`src/rtl/fft_butterfly_r2.sv`:
```
// Radix-2 DIT butterfly, 3-stage pipeline, Q15 twiddles.
// Define FFT_BFLY_SAT_EN to saturate out-of-range lanes (default: wrap).
module fft_butterfly_r2 #(
  parameter int DATA_WIDTH = 16,
  parameter int TW_WIDTH   = 16
) (
  input  logic                         clk,
  input  logic                         rst,
  input  logic                         flush,
  input  logic                         in_valid,
  output logic                         in_ready,
  input  logic signed [DATA_WIDTH-1:0] a_real,
  input  logic signed [DATA_WIDTH-1:0] a_imag,
  input  logic signed [DATA_WIDTH-1:0] b_real,
  input  logic signed [DATA_WIDTH-1:0] b_imag,
  input  logic signed [TW_WIDTH-1:0]   tw_real,
  input  logic signed [TW_WIDTH-1:0]   tw_imag,
  input  logic                         scale_en,
  output logic                         out_valid,
  input  logic                         out_ready,
  output logic signed [DATA_WIDTH-1:0] x_real,
  output logic signed [DATA_WIDTH-1:0] x_imag,
  output logic signed [DATA_WIDTH-1:0] y_real,
  output logic signed [DATA_WIDTH-1:0] y_imag,
  output logic                         ovf
);

  localparam int DW   = DATA_WIDTH;
  localparam int PW   = DATA_WIDTH + TW_WIDTH;
  localparam int SW   = DATA_WIDTH + 2;
  localparam int FRAC = 15;
  localparam logic signed [PW:0] RND =
    (PW+1)'(1) << (FRAC - 1);

  logic en;
  logic v1_q, v2_q, v3_q;

  logic signed [DW-1:0] s1_ar_q, s1_ai_q;
  logic                 s1_sc_q;
  logic signed [PW-1:0] m_rr_q, m_ii_q;
  logic signed [PW-1:0] m_ri_q, m_ir_q;

  logic signed [DW-1:0] s2_ar_q, s2_ai_q;
  logic                 s2_sc_q;
  logic signed [SW-1:0] p_r_q, p_i_q;

  logic signed [DW-1:0] x_r_q, x_i_q;
  logic signed [DW-1:0] y_r_q, y_i_q;
  logic                 ovf_q;

  logic signed [PW:0]   pr_w, pi_w;
  logic signed [SW-1:0] p_r_d, p_i_d;
  logic signed [SW-1:0] sxr, sxi, syr, syi;
  logic signed [SW-1:0] zxr, zxi, zyr, zyi;
  logic                 ovf_d;

  // Stall only when a result is held and not taken.
  assign en        = !v3_q | out_ready;
  assign in_ready  = en;
  assign out_valid = v3_q;
  assign ovf       = ovf_q & v3_q;

  function automatic logic signed [SW-1:0] scl(
    input logic signed [SW-1:0] s,
    input logic                 sc
  );
    logic signed [SW:0] t;
    t = (SW+1)'(s) + (SW+1)'(1);
    return sc ? SW'(t >>> 1) : s;
  endfunction

  function automatic logic oor(
    input logic signed [SW-1:0] s
  );
    logic [SW-DW:0] top;
    top = s[SW-1:DW-1];
    return !((&top) | (~|top));
  endfunction

  function automatic logic signed [DW-1:0] red(
    input logic signed [SW-1:0] s
  );
`ifdef FFT_BFLY_SAT_EN
    if (oor(s))
      return s[SW-1] ? {1'b1, {(DW-1){1'b0}}}
                     : {1'b0, {(DW-1){1'b1}}};
    return DW'(s);
`else
    return DW'(s);
`endif
  endfunction

  // Pipeline valids: flush beats accept, both beat stall.
  always_ff @(posedge clk or posedge rst) begin
    if (rst) begin
      v1_q <= 1'b0;
      v2_q <= 1'b0;
      v3_q <= 1'b0;
    end else if (flush) begin
      v1_q <= 1'b0;
      v2_q <= 1'b0;
      v3_q <= 1'b0;
    end else if (en) begin
      v1_q <= in_valid;
      v2_q <= v1_q;
      v3_q <= v2_q;
    end
  end

  // Stage 1: capture A and the four partial products.
  always_ff @(posedge clk) begin
    if (en && in_valid) begin
      s1_ar_q <= a_real;
      s1_ai_q <= a_imag;
      s1_sc_q <= scale_en;
      m_rr_q  <= PW'(b_real) * PW'(tw_real);
      m_ii_q  <= PW'(b_imag) * PW'(tw_imag);
      m_ri_q  <= PW'(b_real) * PW'(tw_imag);
      m_ir_q  <= PW'(b_imag) * PW'(tw_real);
    end
  end

  // Complex product W*B, rounded half-up back to Q0.
  always_comb begin
    pr_w  = (PW+1)'(m_rr_q) - (PW+1)'(m_ii_q);
    pi_w  = (PW+1)'(m_ri_q) + (PW+1)'(m_ir_q);
    p_r_d = SW'((pr_w + RND) >>> FRAC);
    p_i_d = SW'((pi_w + RND) >>> FRAC);
  end

  // Stage 2: hold rounded product alongside A.
  always_ff @(posedge clk) begin
    if (en) begin
      s2_ar_q <= s1_ar_q;
      s2_ai_q <= s1_ai_q;
      s2_sc_q <= s1_sc_q;
      p_r_q   <= p_r_d;
      p_i_q   <= p_i_d;
    end
  end

  // Butterfly sums, optional halving, range check.
  always_comb begin
    sxr = scl(SW'(s2_ar_q) + p_r_q, s2_sc_q);
    sxi = scl(SW'(s2_ai_q) + p_i_q, s2_sc_q);
    syr = scl(SW'(s2_ar_q) - p_r_q, s2_sc_q);
    syi = scl(SW'(s2_ai_q) - p_i_q, s2_sc_q);
    zxr = sxr;
    zxi = sxi;
    zyr = syr;
    zyi = syi;
    ovf_d = oor(zxr) | oor(zxi)
          | oor(zyr) | oor(zyi);
  end

  // Stage 3: registered outputs, cleared by reset.
  always_ff @(posedge clk or posedge rst) begin
    if (rst) begin
      x_r_q <= '0;
      x_i_q <= '0;
      y_r_q <= '0;
      y_i_q <= '0;
      ovf_q <= 1'b0;
    end else if (en) begin
      x_r_q <= red(zxr);
      x_i_q <= red(zxi);
      y_r_q <= red(zyr);
      y_i_q <= red(zyi);
      ovf_q <= ovf_d;
    end
  end

  assign x_real = x_r_q;
  assign x_imag = x_i_q;
  assign y_real = y_r_q;
  assign y_imag = y_i_q;

endmodule

```
`config.mk`:
```
export PLATFORM = sky130hd
export DESIGN_NAME = fft_butterfly_r2
export DESIGN_NICKNAME = d
export VERILOG_FILES = /design/src/rtl/fft_butterfly_r2.sv
export SDC_FILE = /design/constraint.sdc
export NUM_CORES = 2
export LEC_CHECK = 0
export BUFFER_PORTS_ARGS = -buffer_cell sky130_fd_sc_hd__buf_4
export CAP_MARGIN = 40
export CORE_MARGIN = 5
export CORE_UTILIZATION = 65
export DETAILED_ROUTE_END_ITERATION = 7
export GPL_TIMING_DRIVEN = 0
export PLACE_DENSITY = 0.84
export REMOVE_ABC_BUFFERS = 1
export SYNTH_ARGS = -nofsm -noshare
export SYNTH_HDL_FRONTEND = slang
export SYNTH_SLANG_ARGS = --single-unit
```
`constraint.sdc`:
```
create_clock -name clk -period 8.08 [get_ports clk]
set_clock_uncertainty 0.1 [all_clocks]
set_input_delay 0.404 -clock clk [delete_from_list [all_inputs] [get_ports clk]]
set_output_delay 0.404 -clock clk [all_outputs]
set_load 0.01 [all_outputs]
```
==> results.json <==
{
  "crit_chain": "buf_4 -> nand2_1 -> fa_1 -> fa_1 -> fa_1 -> fa_1 -> inv_1 -> fa_1 -> fa_1 -> ha_1 -> a21oi_1 -> nor2b_1 -> o21ai_0 -> nand2b_1 -> a221o_1 -> o21a_1 -> o31ai_1 -> a21oi_1 -> a211o_1 -> a21oi_1 -> xnor2_1",
  "cp_top_family": "adder cells",
  "area_growth_pct": 6.27,
  "diodes": 0,
  "grt_pass1_vias": 45189,
  "worst_pin_slew_ps": 959,
  "hold_violations": 0,
  "seqCellArea_um2": 8610,
  "cts.path.max_buffers": 3,
  "vias": 41344,
  "drv_slew": 0,
  "grt-ovfl-total": 0,
  "cp_max_fo": 32,
  "cts_htree_levels": 2,
  "synth_top_area_cell": "fa_1",
  "ios": 169,
  "synthTopCellsByArea": "fa_1, edfxtp_1, ha_1",
  "pre_cts_slack_ps": 382,
  "clk_latency_ps": 550,
  "port_buffers": 168,
  "numCtsBuffers": 35,
  "track_usage_pct": 28.8,
  "postCtsResizedCells": 0,
  "cts_setup_buffers": 0,
  "syn_inst": 5946,
  "nets": 7631,
  "yosysWarnings": 0,
  "ys.flop_type": "edfxtp_1",
  "min_period_over_period_pct": 89.6,
  "routabilityCongestion": 0.904,
  "final_core_util_pct": 69.7,
  "synth_area_per_cell_um2": 9.58,
  "status": "complete, no violations",
  "placed_area_um2": 59000,
  "cp.arrival_ps": 7380,
  "start_kind": "input pin",
  "finalWorstSetupSlack_ps": 840,
  "yosysSeqAreaShare_pct": 15.1,
  "first_iter_violations": 2432,
  "syn_area_um2": 57000,
  "relSlewSlack_pct": 35.5,
  "fillers": 6246,
  "synth.most_common_cell": "inv_1",
  "multi_input_area_um2": 42700,
  "yosys-top-cells-count": "inv_1, fa_1, nand2_1, ha_1, and2_1",
  "drtPass1Iterations": 5,
  "synth_top_area_share_pct": 37.0,
  "final_area_um2": 60500,
  "wl_um": 133000,
  "core_um2": 86900,
  "ys_seq_elements": 298,
  "clock-sinks": 298,
  "setup.worst_path.end_class": "flop",
  "cts_root_buf": "clkbuf_16",
  "rows": 108,
  "finalSetupViolations": 0,
  "cp_common_cell": "fa_1",
  "maxCapViolCount": 0,
  "chipWidth_um": 306,
  "dpl.hpwl_um": 104000,
  "antenna_left": 0,
  "critPathRequiredTime_ps": 8220,
  "min_path_type": "in -> reg",
  "fmax_mhz": 138,
  "start_util_pct": 65.5,
  "cts_tree": "built",
  "rsz0062_at_grt": "false",
  "asyncSetResetFlopFracSynth_pct": 22.8,
  "vias_per_cell": 5.79,
  "synth_edf_count": 230,
  "synth.distinct_cells": 105,
  "slowest_stage": "o31ai_1",
  "layout-drive-gt1-share_pct": 4.95,
  "dieArea_um2": 93600,
  "antenna_found_initial": 7,
  "hold_buffers": 35,
  "cts.reportedPaths.clkPinSlew_ps": 60,
  "post-route-min-period_ps": 7240,
  "grt_pass1_wl_um": 221000,
  "route.detailed.drc": 0,
  "cpPeakStageDelay_ps": 750,
  "timing_worst_setup_path_type": "in -> reg",
  "grt_max_degree": 97,
  "critPathBufInv": 2,
  "wire_per_inst_um": 18.7,
  "dieHeight_um": 306
}
-- worst reg2reg max path: cells and delay by family (launching register included) --
family	cells	cell delay, ps
flip-flops	1	400
adder cells (fa/ha/maj)	2	630
AO/OA/AOI/OAI	10	2980
XOR/XNOR	1	80
-- final cells by class --
class | instances | share of cell area (%)
clock buffers | 41 | 1.54
clock inverters | 23 | 0.420
inverters | 1259 | 7.83
multi-input cells | 4145 | 70.5
flip-flops and latches | 298 | 14.2
well taps | 1155 | 2.39
repair buffers | 216 | 3.08
-- layout by cell type, fill, tap and decap left out, drive strengths merged, types with 10 or more instances in the layout --
cell type / synthesis / routed
a211o: 12 / 12
o21ai: 123 / 123
nand2b: 52 / 52
nand2: 617 / 617
clkinv: 3 / 15
a2111oi: 14 / 14
a21o: 75 / 75
inv: 1256 / 1260
buf: 21 / 181
o21bai: 28 / 28
ha: 522 / 522
nand3: 36 / 36
o21a: 37 / 37
o211ai: 18 / 18
edfxtp: 230 / 230
xnor2: 175 / 175
or4: 10 / 10
or3: 15 / 15
xor2: 60 / 60
dfrtp: 68 / 68
nor2: 221 / 221
o31ai: 31 / 31
a31oi: 25 / 25
dlygate4sd3: 0 / 35
clkbuf: 223 / 41
nor3: 60 / 60
a21oi: 191 / 191
and2: 502 / 502
fa: 1052 / 1052
nor2b: 26 / 26
and3: 20 / 20
or2: 12 / 12
nor4: 15 / 15
mux2i: 13 / 13
a211oi: 27 / 27
nand4: 24 / 24
-- path summary, 6_finish.rpt --
check	end	depth (start not counted)	slack, ps	start
setup reg to reg	p_i_q[17]	13	3660	m_ri_q[7]
hold / removal	v2_q	4	60	out_ready
hold reg to reg	s2_ar_q[6]	0	320	s1_ar_q[6]
setup / recovery	m_ri_q[24]	21	840	b_real[10]
max in group asynchronous	x_imag[0]	4	6850	rst
min in group asynchronous	v1_q	3	380	rst
-- flip-flops by register name, summed over array words and instances, names as in the netlist, 16 cells and up --
signal   flops
m_ir_q      32
x_real      16
m_ri_q      32
p_r_q       18
m_ii_q      32
s2_ai_q     16
m_rr_q      32
s1_ar_q     16
s1_ai_q     16
p_i_q       18
y_imag      16
s2_ar_q     16
y_real      16
x_imag      16
-- stage by stage --
| stage | instances | hold slack (ps) | setup TNS (ps) |
|---|---|---|---|
| detailed placement | 7038 | 305 | 0 |
| finish | 7137 | 57.8 | 0 |
| floorplan | 5702 | 300 | -318950 |
| global route | 7137 | 40.6 | 0 |
| global placement | 7025 | 305 | -1327560 |
| CTS | 7137 | 23.7 | 0 |
-- metal layers --
| metal | global-route usage [%] | vias to the layer above | wire length [um] |
|---|---|---|---|
| li1 | - | 18487 | - |
| met1 | 34.4 | 20852 | 49800 |
| met2 | 52.8 | 1570 | 68900 |
| met3 | 4.72 | 435 | 9420 |
| met4 | 10.6 | 0 | 5340 |
| met5 | 0 | - | 0 |
-- cells by family (layout without fill, tap and decap cells) --
family | count (synthesis) | after routing | share of synthesized area, %
buffers and inverters | 1503 | 1539 | 9.95
XOR/XNOR | 235 | 235 | 3.67
AO/OA/AOI/OAI | 683 | 683 | 8.13
flip-flops | 298 | 298 | 15.1
AND/OR/NAND/NOR | 1639 | 1639 | 14.4
adder cells (fa/ha/maj) | 1574 | 1574 | 48.4
multiplexers | 14 | 14 | 0.270
Power is left out: the tool's default activity adds up to more than one toggle a clock period on the data nets, which glitch-free logic cannot reach.
